## config.mk

```make
export PLATFORM = sky130hd
export DESIGN_NAME = fg_prog_mux_ctrl
export DESIGN_NICKNAME = d
export VERILOG_FILES = /design/src/rtl/fg_prog_pkg.sv /design/src/rtl/fg_onehot_dec.sv /design/src/rtl/fg_prog_mux_ctrl.sv
export SDC_FILE = /design/constraint.sdc
export NUM_CORES = 1
export LEC_CHECK = 0
export BUFFER_PORTS_ARGS = -buffer_cell sky130_fd_sc_hd__buf_2
export CAP_MARGIN = 10
export CORE_MARGIN = 3
export CORE_UTILIZATION = 40
export CTS_CLUSTER_SIZE = 12
export DETAILED_ROUTE_END_ITERATION = 7
export HOLD_SLACK_MARGIN = 0.02
export SLEW_MARGIN = 20
export SYNTH_ARGS = -nofsm -noshare
export SYNTH_HDL_FRONTEND = slang
export SYNTH_SLANG_ARGS = --single-unit
```

## constraint.sdc

```tcl
create_clock -name clk -period 4.4 [get_ports clk]
set_clock_uncertainty 0.1 [all_clocks]
set_input_delay 0.22 -clock clk [delete_from_list [all_inputs] [get_ports clk]]
set_output_delay 0.22 -clock clk [all_outputs]
set_load 0.01 [all_outputs]
```

## src/rtl/fg_prog_pkg.sv

```systemverilog
// Shared types and timing defaults for the floating-gate programming-mux controller.
package fg_prog_pkg;

    typedef enum logic [1:0] {
        OP_PROG  = 2'b00,
        OP_ERASE = 2'b01,
        OP_READ  = 2'b10,
        OP_NOP   = 2'b11
    } op_e;

    typedef enum logic [2:0] {
        ST_IDLE   = 3'd0,
        ST_SETUP  = 3'd1,
        ST_PULSE  = 3'd2,
        ST_GAP    = 3'd3,
        ST_STROBE = 3'd4,
        ST_DONE   = 3'd5
    } state_e;

    localparam int unsigned DEF_PULSE_CYC  = 16;
    localparam int unsigned DEF_SETTLE_CYC = 4;

    // Cycle-counter width: enough for the longer of the two phase lengths plus one bit.
    function automatic int unsigned cyc_width(input int unsigned a, input int unsigned b);
        return $clog2((a > b) ? a : b) + 1;
    endfunction

endpackage

```

## src/rtl/fg_onehot_dec.sv

```systemverilog
// Binary-to-one-hot decoder with enable; N lets the caller mask unused codes.
module fg_onehot_dec #(
    parameter int unsigned W = 4,
    parameter int unsigned N = 2 ** W
) (
    input  logic [W-1:0] addr,
    input  logic         en,
    output logic [N-1:0] onehot
);

    always_comb begin
        onehot = '0;
        for (int i = 0; i < N; i++) begin
            onehot[i] = en && (addr == W'(i));
        end
    end

endmodule

```

## src/rtl/fg_prog_mux_ctrl.sv

```systemverilog
// Programming-mux sequencer for floating-gate switch islands: select decode,
// program/erase pulse timing, read strobe and abort handling.
module fg_prog_mux_ctrl
    import fg_prog_pkg::*;
#(
    parameter int unsigned NUM_ISLANDS = 2,
    parameter int unsigned ROW_W       = 4,
    parameter int unsigned COL_W       = 5,
    parameter int unsigned CNT_W       = 8,
    parameter int unsigned PULSE_CYC   = DEF_PULSE_CYC,
    parameter int unsigned SETTLE_CYC  = DEF_SETTLE_CYC,
    localparam int unsigned ISL_W      = (NUM_ISLANDS > 1) ? $clog2(NUM_ISLANDS) : 1
) (
    input  logic                    clk,
    input  logic                    rst,
    input  logic                    cmd_valid,
    output logic                    cmd_ready,
    input  logic [1:0]              cmd_op,
    input  logic [ISL_W-1:0]        cmd_island,
    input  logic [ROW_W-1:0]        cmd_row,
    input  logic [COL_W-1:0]        cmd_col,
    input  logic [CNT_W-1:0]        cmd_pulses,
    input  logic                    abort,
    output logic [NUM_ISLANDS-1:0]  island_en,
    output logic [2**ROW_W-1:0]     row_sel,
    output logic [2**COL_W-1:0]     col_sel,
    output logic                    vprog_en,
    output logic                    verase_en,
    output logic                    read_strobe,
    output logic                    busy,
    output logic                    done,
    output logic                    err
);

    localparam int unsigned CYC_W = cyc_width(PULSE_CYC, SETTLE_CYC);
    localparam int unsigned NROW  = 2 ** ROW_W;
    localparam int unsigned NCOL  = 2 ** COL_W;

    state_e             state_q, state_d;
    logic [CYC_W-1:0]   cyc_q, cyc_d;
    logic [CNT_W-1:0]   pulses_q, pulses_d;
    op_e                op_q, op_d;
    logic [ISL_W-1:0]   isl_q, isl_d;
    logic [ROW_W-1:0]   row_q, row_d;
    logic [COL_W-1:0]   col_q, col_d;

    logic [NUM_ISLANDS-1:0] island_en_q, island_en_d;
    logic [NROW-1:0]        row_sel_q, row_sel_d;
    logic [NCOL-1:0]        col_sel_q, col_sel_d;
    logic                   vprog_q, vprog_d;
    logic                   verase_q, verase_d;
    logic                   strobe_q, strobe_d;
    logic                   busy_q, busy_d;
    logic                   done_q, done_d;
    logic                   err_q, err_d;
    logic                   isl_sel_c, rc_sel_c;

    assign cmd_ready = (state_q == ST_IDLE) && !rst;

    // Next-state, counters and field capture.
    always_comb begin
        state_d  = state_q;
        cyc_d    = (cyc_q != '0) ? cyc_q - CYC_W'(1) : cyc_q;
        pulses_d = pulses_q;
        op_d     = op_q;
        isl_d    = isl_q;
        row_d    = row_q;
        col_d    = col_q;
        err_d    = 1'b0;

        case (state_q)
            ST_IDLE: begin
                if (cmd_valid) begin
                    op_d     = op_e'(cmd_op);
                    isl_d    = cmd_island;
                    row_d    = cmd_row;
                    col_d    = cmd_col;
                    pulses_d = cmd_pulses;
                    if (32'(cmd_island) >= NUM_ISLANDS) begin
                        state_d = ST_DONE;
                        err_d   = 1'b1;
                    end else if (op_e'(cmd_op) == OP_NOP) begin
                        state_d = ST_DONE;
                    end else begin
                        state_d = ST_SETUP;
                    end
                end
            end
            ST_SETUP: begin
                if (abort) begin
                    state_d = ST_DONE;
                    err_d   = 1'b1;
                end else if (cyc_q == '0) begin
                    case (op_q)
                        OP_READ: state_d = ST_STROBE;
                        OP_PROG: state_d = (pulses_q == '0) ? ST_DONE : ST_PULSE;
                        default: state_d = ST_PULSE;
                    endcase
                end
            end
            ST_PULSE: begin
                if (abort) begin
                    state_d = ST_DONE;
                    err_d   = 1'b1;
                end else if (cyc_q == '0) begin
                    if (op_q == OP_PROG) begin
                        state_d = ST_GAP;
                        if (pulses_q != '0) pulses_d = pulses_q - CNT_W'(1);
                    end else begin
                        state_d = ST_DONE;
                    end
                end
            end
            ST_GAP: begin
                if (abort) begin
                    state_d = ST_DONE;
                    err_d   = 1'b1;
                end else if (cyc_q == '0) begin
                    state_d = (pulses_q == '0) ? ST_DONE : ST_PULSE;
                end
            end
            ST_STROBE: begin
                state_d = ST_DONE;
                err_d   = abort;
            end
            ST_DONE:  state_d = ST_IDLE;
            default:  state_d = ST_IDLE;
        endcase

        // Every state entry reloads the phase timer.
        if (state_d != state_q) begin
            case (state_d)
                ST_SETUP, ST_GAP: cyc_d = CYC_W'(SETTLE_CYC - 1);
                ST_PULSE:         cyc_d = CYC_W'(PULSE_CYC - 1);
                default:          cyc_d = '0;
            endcase
        end
    end

    // Output decode from the upcoming state so every output is a flop.
    always_comb begin
        isl_sel_c = (state_d != ST_IDLE) && (op_d != OP_NOP) && (32'(isl_d) < NUM_ISLANDS);
        rc_sel_c  = isl_sel_c && (op_d != OP_ERASE);
        vprog_d   = (state_d == ST_PULSE) && (op_d == OP_PROG);
        verase_d  = (state_d == ST_PULSE) && (op_d == OP_ERASE);
        strobe_d  = (state_d == ST_STROBE);
        busy_d    = (state_d != ST_IDLE);
        done_d    = (state_d == ST_DONE);
    end

    fg_onehot_dec #(.W(ISL_W), .N(NUM_ISLANDS)) u_isl_dec (
        .addr   (isl_d),
        .en     (isl_sel_c),
        .onehot (island_en_d)
    );

    fg_onehot_dec #(.W(ROW_W), .N(NROW)) u_row_dec (
        .addr   (row_d),
        .en     (rc_sel_c),
        .onehot (row_sel_d)
    );

    fg_onehot_dec #(.W(COL_W), .N(NCOL)) u_col_dec (
        .addr   (col_d),
        .en     (rc_sel_c),
        .onehot (col_sel_d)
    );

    always_ff @(posedge clk) begin
        if (rst) begin
            state_q     <= ST_IDLE;
            cyc_q       <= '0;
            pulses_q    <= '0;
            op_q        <= OP_NOP;
            isl_q       <= '0;
            row_q       <= '0;
            col_q       <= '0;
            island_en_q <= '0;
            row_sel_q   <= '0;
            col_sel_q   <= '0;
            vprog_q     <= 1'b0;
            verase_q    <= 1'b0;
            strobe_q    <= 1'b0;
            busy_q      <= 1'b0;
            done_q      <= 1'b0;
            err_q       <= 1'b0;
        end else begin
            state_q     <= state_d;
            cyc_q       <= cyc_d;
            pulses_q    <= pulses_d;
            op_q        <= op_d;
            isl_q       <= isl_d;
            row_q       <= row_d;
            col_q       <= col_d;
            island_en_q <= island_en_d;
            row_sel_q   <= row_sel_d;
            col_sel_q   <= col_sel_d;
            vprog_q     <= vprog_d;
            verase_q    <= verase_d;
            strobe_q    <= strobe_d;
            busy_q      <= busy_d;
            done_q      <= done_d;
            err_q       <= err_d;
        end
    end

    assign island_en   = island_en_q;
    assign row_sel     = row_sel_q;
    assign col_sel     = col_sel_q;
    assign vprog_en    = vprog_q;
    assign verase_en   = verase_q;
    assign read_strobe = strobe_q;
    assign busy        = busy_q;
    assign done        = done_q;
    assign err         = err_q;

endmodule

```

After elaboration in Yosys (flattened, before gate mapping). Cells that the tools add are included. Widths: inputs -> output; s select.

Add/subtract/negate cells: 2. Eq/ne operators: 66. Multiplexer cells: 31. Bitwise logic cells: 1. Reduce and logical (&&, ||, !) cells: 71.

Operators with widths (count): $eq 5x5->1 const B (16); $logic_and 1x1->1 (55); $eq 5x4->1 const B (8); $mux 8 (5); $eq 4x4->1 const B (8); $mux 3 (10); $eq 5x3->1 const B (4); $mux 5 (4); $eq 4x3->1 const B (4); $pmux 8 s2 (1); $pmux 3 s5 (1); $eq 3x2->1 const B (4); $ne 2x2->1 const B (6); $eq 5x2->1 const B (2); $logic_not 5->1 (2); $eq 3x3->1 const B (3); $eq 4x2->1 const B (2); $logic_not 8->1 (1); $mux 4 (2); $pmux 4 s2 (1); $reduce_bool 8->1 (1); $sub 8x1->8 const B (1); $eq 3x1->1 const B (2); $pmux 3 s2 (1); other kinds (21) (27).

Register bits after elaboration: 84. Input bits: 24. Output and inout port bits: 57. Logic and storage cells: 187.

Depth between registers and ports, before layout. Gate-level depths: netlist of the first run.

Depth after elaboration: 10. Gate-level depth with buffers: 10. Mapped depth without buffers: 8.

Cells and area by module. From an unflattened synthesis of the first run, not the netlist that was laid out.

Cells, all modules: 395. Area total of the unflattened synthesis: 3570.9 um2.

Modules (own cells, without submodules): fg_prog_mux_ctrl (instances 1, cells each 323, area an instance 3206.8 um2); fg_onehot_dec at u_col_dec (instances 1, cells each 47, area an instance 230.2 um2); fg_onehot_dec at u_row_dec (instances 1, cells each 23, area an instance 117.6 um2); fg_onehot_dec at u_isl_dec (instances 1, cells each 2, area an instance 16.3 um2).

Worst setup path before layout of the first run. No wires, ideal clock.

Kind: reg2reg. Start: register cyc_q[0]. End: register row_sel_q[14], in the netlist row_sel[14]. Library setup time: 0.138 ns. Arrival time: 2.244 ns. Path slack: 1.918 ns. Stages on the path, launching flop included: 11. Clock period less this slack: 2.482 ns. Cells stage by stage: dfxtp_1 inv_1 ha_1 or4b_1 buf_2 a211oi_1 or3_1 o21ai_2 buf_4 o31ai_2 nor3_1.

Cells in the longest elaborated chain, start to end: 8. Elaborated cells between the ends (all ways): 12.

RTL lines: from (decl) (line fg_prog_mux_ctrl.sv:40) `logic [CYC_W-1:0] cyc_q, cyc_d;`; from (signal assigned) (line fg_prog_mux_ctrl.sv:189) `cyc_q <= cyc_d;`; $logic_not 5->1 * (line fg_prog_mux_ctrl.sv:93, fg_prog_mux_ctrl.sv:105, fg_prog_mux_ctrl.sv:118); $mux 3 (on tied branches) (line fg_prog_mux_ctrl.sv:118, fg_prog_mux_ctrl.sv:93, fg_prog_mux_ctrl.sv:105); $mux 3 (on tied branches) (line fg_prog_mux_ctrl.sv:115, fg_prog_mux_ctrl.sv:90, fg_prog_mux_ctrl.sv:102); $pmux 3 s5 * (line fg_prog_mux_ctrl.sv:71) `case (state_q)`; $reduce_bool 3->1 * (line fg_prog_mux_ctrl.sv:142) `isl_sel_c = (state_d != ST_IDLE) && (op_d != OP_NOP) && (32'(isl_d) < NUM_ISLANDS);`; $logic_and 1x1->1 * (line fg_prog_mux_ctrl.sv:142); $logic_and 1x1->1 * (line fg_prog_mux_ctrl.sv:143) `rc_sel_c = isl_sel_c && (op_d != OP_ERASE);`; $logic_and 1x1->1 * (line fg_onehot_dec.sv:14) `onehot[i] = en && (addr == W'(i));`; to (signal assigned) (line fg_prog_mux_ctrl.sv:196) `row_sel_q <= row_sel_d;`; to (decl) (line fg_prog_mux_ctrl.sv:48) `logic [NROW-1:0] row_sel_q, row_sel_d;`.

Every way passes the cells marked *; elsewhere a longest branch is shown, timed or not. A chain may end at the register's enable or synchronous reset.

Worst setup path in the final report of the first run.
Start: register cyc_q[0]. End: register col_sel_q[3], in the netlist col_sel[3].

Cells in the longest elaborated chain, start to end: 8. Elaborated cells between the ends (all ways): 12.

RTL lines: $logic_not 5->1 * (line fg_prog_mux_ctrl.sv:93, fg_prog_mux_ctrl.sv:105, fg_prog_mux_ctrl.sv:118); $mux 3 (on tied branches) (line fg_prog_mux_ctrl.sv:118, fg_prog_mux_ctrl.sv:93, fg_prog_mux_ctrl.sv:105); $mux 3 (on tied branches) (line fg_prog_mux_ctrl.sv:115, fg_prog_mux_ctrl.sv:90, fg_prog_mux_ctrl.sv:102); $pmux 3 s5 * (line fg_prog_mux_ctrl.sv:71); $reduce_bool 3->1 * (line fg_prog_mux_ctrl.sv:142); $logic_and 1x1->1 * (line fg_prog_mux_ctrl.sv:142); $logic_and 1x1->1 * (line fg_prog_mux_ctrl.sv:143); $logic_and 1x1->1 * (line fg_onehot_dec.sv:14); to (signal assigned) (line fg_prog_mux_ctrl.sv:197) `col_sel_q <= col_sel_d;`; to (decl) (line fg_prog_mux_ctrl.sv:49) `logic [NCOL-1:0] col_sel_q, col_sel_d;`.

Marks and branches as above.

==> impl_metrics.py, run 1 <==
metrics = {
    "detailed_routing": {
        "dr_total_vias": 2860,
        "post-route-drc-count": 0,
        "drt_iter0_markers": 138,
        "wirelength_mm": 8.01,
        "wl_per_cell_um": 14.3,
        "ant_nets": 0,
        "firstDrtPassIters": 4,
        "vias_per_cell": 5.12,
    },
    "global_route": {
        "antenna_found_initial": 0,
        "gr-total-overflow": 0,
        "grt_util_met1_pct": 23.4,
        "grt_busiest_layer": "met2",
        "grtUsageMet3_pct": 4.25,
        "grt_pass1_wl_mm": 13.5,
        "grt_use_met2_pct": 26.5,
        "grt_pass1_vias": 2812,
        "grt_use_total_pct": 17.2,
        "grt_max_degree": 35,
    },
    "cells_and_area": {
        "diodes": 0,
        "final_nets": 480,
        "area_growth_pct": 20.7,
        "drive_gt1_share_pct": 24.9,
        "instances_no_fill": 559,
        "design_area_mm2": 0.00399,
    },
    "yosys": {
        "synth_top_area_share_pct": 50.9,
        "yosysTopAreaCell": "dfxtp_1",
        "postSynthCellCount": 374,
        "synth_edf_count": 0,
        "synth_top_family_by_area": "simple AND/OR/NAND/NOR gates",
        "syn-num-nets": 402,
        "synth_most_common_cell": "dfxtp_1",
        "ys_warn_count": 0,
        "synthMuxAreaShare_pct": 2.50,
        "yosys.area_share.simple_pct": 24.8,
        "syn_area_mm2": 0.00330,
        "ys_types": 45,
        "synth-compound-area-share_pct": 16.4,
        "synthAdderAreaFrac_pct": 1.51,
        "ys_ff_latch": 84,
        "synth-async-reset-ratio_pct": 0,
        "synth_common_cells": "84 x dfxtp_1, 73 x nor2_1, 37 x nand2_1, 26 x a21oi_1, 14 x nor3_1",
        "synth_xor_area_share_pct": 0.530,
        "synth_seq_area_share_pct": 50.9,
        "yosys-top-cells-area": "dfxtp_1 51%, nor2_1 8.3%, nand2_1 4.2%",
        "synth-main-ff-cell": "dfxtp_1",
        "synth.avg_cell_area_um2": 8.84,
    },
    "die": {
        "coreArea_mm2": 0.00789,
        "rows": 32,
        "die_y_um": 96.9,
        "io_pins": 81,
        "start_util_pct": 41.9,
        "dieArea_mm2": 0.00939,
        "dieWidth_um": 96.9,
    },
    "pwr": {
        "total_power_uw": 2050,
        "swShare_pct": 37.9,
        "cellInternalPower_uw": 1270,
        "pwr_density_cell_mw_per_mm2": 514,
        "seq_power_share_pct": 43.5,
        "clkPwrFrac_pct": 26.0,
        "p_leak_uw": 0.00165,
        "vdd_drop_max_v": 0.000234,
        "pwr-share-comb_pct": 30.5,
        "switchingPower_uw": 778,
    },
    "timing": {
        "relSlewSlack_pct": 46.5,
        "slew_violations": 0,
        "worst_hold_slack_ps": 25.2,
        "hold_viol": 0,
        "period_share_pct": 69.9,
        "fin_tns_setup_ps": 0,
        "layout_min_cycle_time_ps": 3080,
        "finalSetupViolCount": 0,
        "rsz0062_at_grt": "no",
        "fmax_mhz": 325,
        "tightest_slew_ps": 799,
    },
    "outcome": {
        "status": "finished, final reports clean",
    },
    "setup_path": {
        "required_ps": 4530,
        "critPathLaunchType": "flop",
        "crit_fanout": 14,
        "arrival_ps": 3210,
        "cp-end-kind": "flop",
        "crit_type": "reg2reg",
    },
    "placement": {
        "gp_congestion": 0.856,
        "portBuffers": 80,
        "placed_area_mm2": 0.00379,
        "dp_cells": 543,
        "hpwlAfterDp_mm": 5.63,
    },
    "clock_tree": {
        "ctsResizeCount": 0,
        "path_clk_slew_ps": 90,
        "cts-root-buf": "clkbuf_8",
        "postCtsHoldBufs": 0,
        "cts_buffers": 9,
        "post-cts-setup-buffer-count": 0,
        "cts_tree": "built",
        "cts_sinks": 84,
        "htreeDepth": 3,
        "clock_path_buffers": 2,
        "clock_latency_ps": 360,
    },
    "run": {
        "drv_cap": 0,
    },
    "hold_path": {
        "hp-class": "in2reg",
    },
}
-- final timing paths --
path	start	to	slack [ps]	cells after the start
worst min-delay path	cmd_pulses[0]	pulses_q[0]	30	3
worst max-delay path	cyc_q[0]	col_sel[3]	1320	8
worst max register to register	cyc_q[0]	col_sel[3]	1320	8
worst min register to register	col_q[1]	col_q[1]	380	2
-- cell type report --
cell class                 instances  area (um2)
fill                             777        3900
tap                              102         128
inverter                          11        41.3
clock buffer                       9         124
multi-input combinational        263        1520
sequential                        84        1680
timing repair buffer              83         423
clock inverter                     7        70.1
-- worst max-delay path, cell delays in order (launching register included) --
cell,delay (ps)
dfxtp_1,340
inv_1,90
ha_1,180
or4b_1,600
a211oi_1,380
or3_1,230
o21ai_2,220
o31ai_2,680
nor2_1,110
-- routing by layer --
layer / vias to the layer above / wire [um]
met5: - / 0
met4: 0 / 93
met3: 10 / 517
met2: 97 / 3540
met1: 1295 / 3860
li1: 1458 / -
-- power groups by stage --
stage               registers, uW  logic [uW]  clock network (uW)
global placement              907         620                   0
finish                        892         625                 533
CTS                           892         630                 541
floorplan                     890         490                   0
detailed placement            909         622                   0
global route                  905         700                 571
-- cell families (layout without fill, tap and decap cells) --
| family | Yosys count | in the layout |
|---|---|---|
| simple gates | 172 | 172 |
| mux | 8 | 8 |
| flops | 84 | 84 |
| xor+xnor | 2 | 2 |
| fa+ha+maj | 4 | 4 |
| compound gates | 77 | 77 |
| buf+inv | 27 | 110 |
-- registers in the layout, indices dropped and copies added (netlist names) --
signal       flops
err              1
isl_q            1
col_sel         32
island_en        2
done             1
op_q             2
pulses_q         8
verase_en        1
read_strobe      1
row_q            4
vprog_en         1
state_q          3
cyc_q            5
row_sel         16
col_q            5
busy             1
-- stage by stage --
stage / utilization (%) / worst slack [ps]
2_1_floorplan: - / 1920
3_3_place_gp: 48.1 / 1370
3_5_place_dp: 48.1 / 1350
4_1_cts: 50.6 / 1330
5_1_grt: 50.6 / 1140
6_report: 50.6 / 1320
-- placed cells by master, fill, tap and decap left out, types with 2 or more instances in the layout --
cell type | netlist | layout
o21a_1 | 3 | 3
and2_1 | 4 | 4
ha_1 | 4 | 4
a311oi_1 | 2 | 2
dfxtp_1 | 84 | 84
buf_2 | 2 | 80
inv_8 | 0 | 2
a22o_1 | 2 | 2
nand3b_1 | 7 | 7
nor3b_1 | 7 | 7
mux2_2 | 2 | 2
o31ai_2 | 6 | 6
buf_4 | 2 | 3
inv_1 | 11 | 11
a211oi_1 | 5 | 5
clkinvlp_4 | 0 | 3
o32ai_2 | 2 | 2
nand2_1 | 37 | 37
nor2_1 | 73 | 73
or3_1 | 7 | 7
a211o_1 | 2 | 2
xnor2_1 | 2 | 2
nor4_1 | 3 | 3
a21oi_1 | 26 | 26
mux2i_1 | 6 | 6
a31oi_1 | 3 | 3
nor3_1 | 14 | 14
o41ai_1 | 2 | 2
clkbuf_8 | 0 | 9
o211ai_1 | 3 | 3
nand2b_1 | 4 | 4
nand3_1 | 8 | 8
o21ai_0 | 13 | 13
o31ai_1 | 3 | 3
Power figures use the tool's default switching activity.
==> inputs of run 2 (changes only) <==
Clock period 4.4 ns to 2.95 ns, I/O delays scaled along.
==> impl_metrics.py, run 2 (synthesized netlist as in run 1, its figures left out) <==
metrics = {
    "detailed_routing": {
        "ant_nets": 0,
        "post-route-drc-count": 0,
        "drt_iter0_markers": 138,
        "firstDrtPassIters": 4,
        "wl_per_cell_um": 14.3,
        "vias_per_cell": 5.11,
        "wirelength_mm": 8.23,
        "dr_total_vias": 2939,
    },
    "placement": {
        "dp_cells": 551,
        "gp_congestion": 0.885,
        "portBuffers": 80,
        "hpwlAfterDp_mm": 5.90,
    },
    "global_route": {
        "grt_pass1_wl_mm": 13.8,
        "gr-total-overflow": 0,
        "antenna_found_initial": 0,
        "grt_use_total_pct": 17.8,
        "grt_pass1_vias": 2762,
        "grt_max_degree": 30,
    },
    "setup_path": {
        "required_ps": 3070,
        "cp_num_buf_inv": 1,
        "r2r_cells": 8,
        "path_cells": "inv_1 > ha_1 > or4b_1 > a211oi_2 > or3_1 > o21ai_2 > o31ai_2 > nor2_1",
        "critPathLaunchType": "flop",
        "r2r_slack_ps": 150,
        "crit_slowest_cell": "o31ai_2",
        "cp-end-kind": "flop",
        "crit_type": "reg2reg",
        "crit_fanout": 8,
        "critical_path_cell_count": 8,
        "cpLargestDelayFamily": "compound AO/OA/AOI/OAI gates",
        "worst_path_largest_cell_delay_ps": 650,
        "arrival_ps": 2930,
    },
    "outcome": {
        "status": "finished, final reports clean",
    },
    "timing": {
        "slew_violations": 0,
        "tightest_slew_ps": 786,
        "fmax_mhz": 357,
        "period_share_pct": 95.0,
        "finalSetupViolCount": 0,
        "worst_hold_slack_ps": 41.5,
        "layout_min_cycle_time_ps": 2800,
        "relSlewSlack_pct": 47.4,
        "rsz0062_at_grt": "yes",
        "hold_viol": 0,
        "fin_tns_setup_ps": 0,
    },
    "cells_and_area": {
        "fin_util_pct": 53.0,
        "largest_reg_flops": 32,
        "instances_no_fill": 575,
        "final_nets": 496,
        "drive_gt1_share_pct": 26.4,
        "ff_latch_area_mm2": 0.00168,
        "layout_commonest_cell": "dfxtp_1",
        "diodes": 0,
        "multi_input_area_mm2": 0.00157,
        "num-fill-cells": 733,
        "final_cell_mix": "84 x dfxtp_1, 80 x buf_2, 73 x nor2_1",
        "area_growth_pct": 26.5,
    },
    "die": {
        "dieArea_mm2": 0.00939,
        "start_util_pct": 41.9,
        "coreArea_mm2": 0.00789,
        "dieWidth_um": 96.9,
        "io_pins": 81,
        "die_y_um": 96.9,
        "rows": 32,
    },
    "pwr": {
        "p_leak_uw": 0.00175,
        "vdd_drop_max_v": 0.000362,
        "pwr_density_cell_mw_per_mm2": 764,
    },
    "clock_tree": {
        "cts_sinks": 84,
        "path_clk_slew_ps": 100,
        "cts-root-buf": "clkbuf_8",
        "htreeDepth": 3,
        "cts_tree": "built",
        "cts_buffers": 9,
        "clock_path_buffers": 2,
        "clock_latency_ps": 360,
    },
    "run": {
        "drv_cap": 0,
    },
    "hold_path": {
        "hold_path_depth": 5,
        "hp-class": "in2reg",
    },
}
run 2: changes by cell type in the layout (fill, tap and decap cells not counted), sizes merged:
cell | previous run | this run
buf | 83 | 91
dlygate4sd3 | 0 | 8
clkinvlp | 3 | 0
clkinv | 1 | 4
run 2: cell type report:
class,count,area share (%)
clock buffer,9,2.96
sequential,84,40.2
tap,102,3.05
multi-input combinational,263,37.5
timing repair buffer,99,13.5
clock inverter,7,1.83
inverter,11,0.988
run 2: path summary, 6_finish.rpt:
check / start / to
worst max-delay path: cyc_q[0] / col_sel[11]
worst min-delay path: cmd_pulses[6] / pulses_q[6]
worst max register to register: cyc_q[0] / col_sel[11]
worst min register to register: col_q[1] / col_q[1]
run 2: per-layer routing:
layer	vias up	track usage, %	routed length, um	share of wire, %
met5	-	0	0	0
met2	98	26.6	3570	43
met4	0	5.51	109	1.3
met1	1341	25.3	3980	48
li1	1489	-	-	-
met3	11	4.47	564	6.9
run 2: power breakdown:
part,leakage (uW),switching (uW),internal [uW],total (uW)
sequential,0.000682,97.4,1230,1330
clock,0.000102,481,335,816
combinational,0.000963,639,409,1050
total,0.00175,1220,1980,3190
run 2: through the flow:
| step | power (uW) | cell area [um2] | setup slack, ps |
|---|---|---|---|
| floorplan | 2060 | 3300 | 468 |
| global placement | 2340 | 3850 | 184 |
| detailed placement | 2340 | 3850 | 82.1 |
| CTS | 3160 | 4130 | 47.7 |
| global route | 3400 | 4180 | -35.1 |
| finish | 3190 | 4180 | 148 |
run 2: repair_timing:
action                     in CTS  in global routing
buffers inserted                0                  0
setup endpoints to repair       0                 53
hold endpoints to repair        9                  0
hold buffers                    8                  0
gates resized for setup         0                  6
run 2: worst register-to-register path, stage by stage (launching register included):
cell and delay (ps):
dfxtp_1 340, inv_1 100, ha_1 190, or4b_1 600, a211oi_2 270, or3_1 200, o21ai_2 120, o31ai_2 650
nor2_1 100
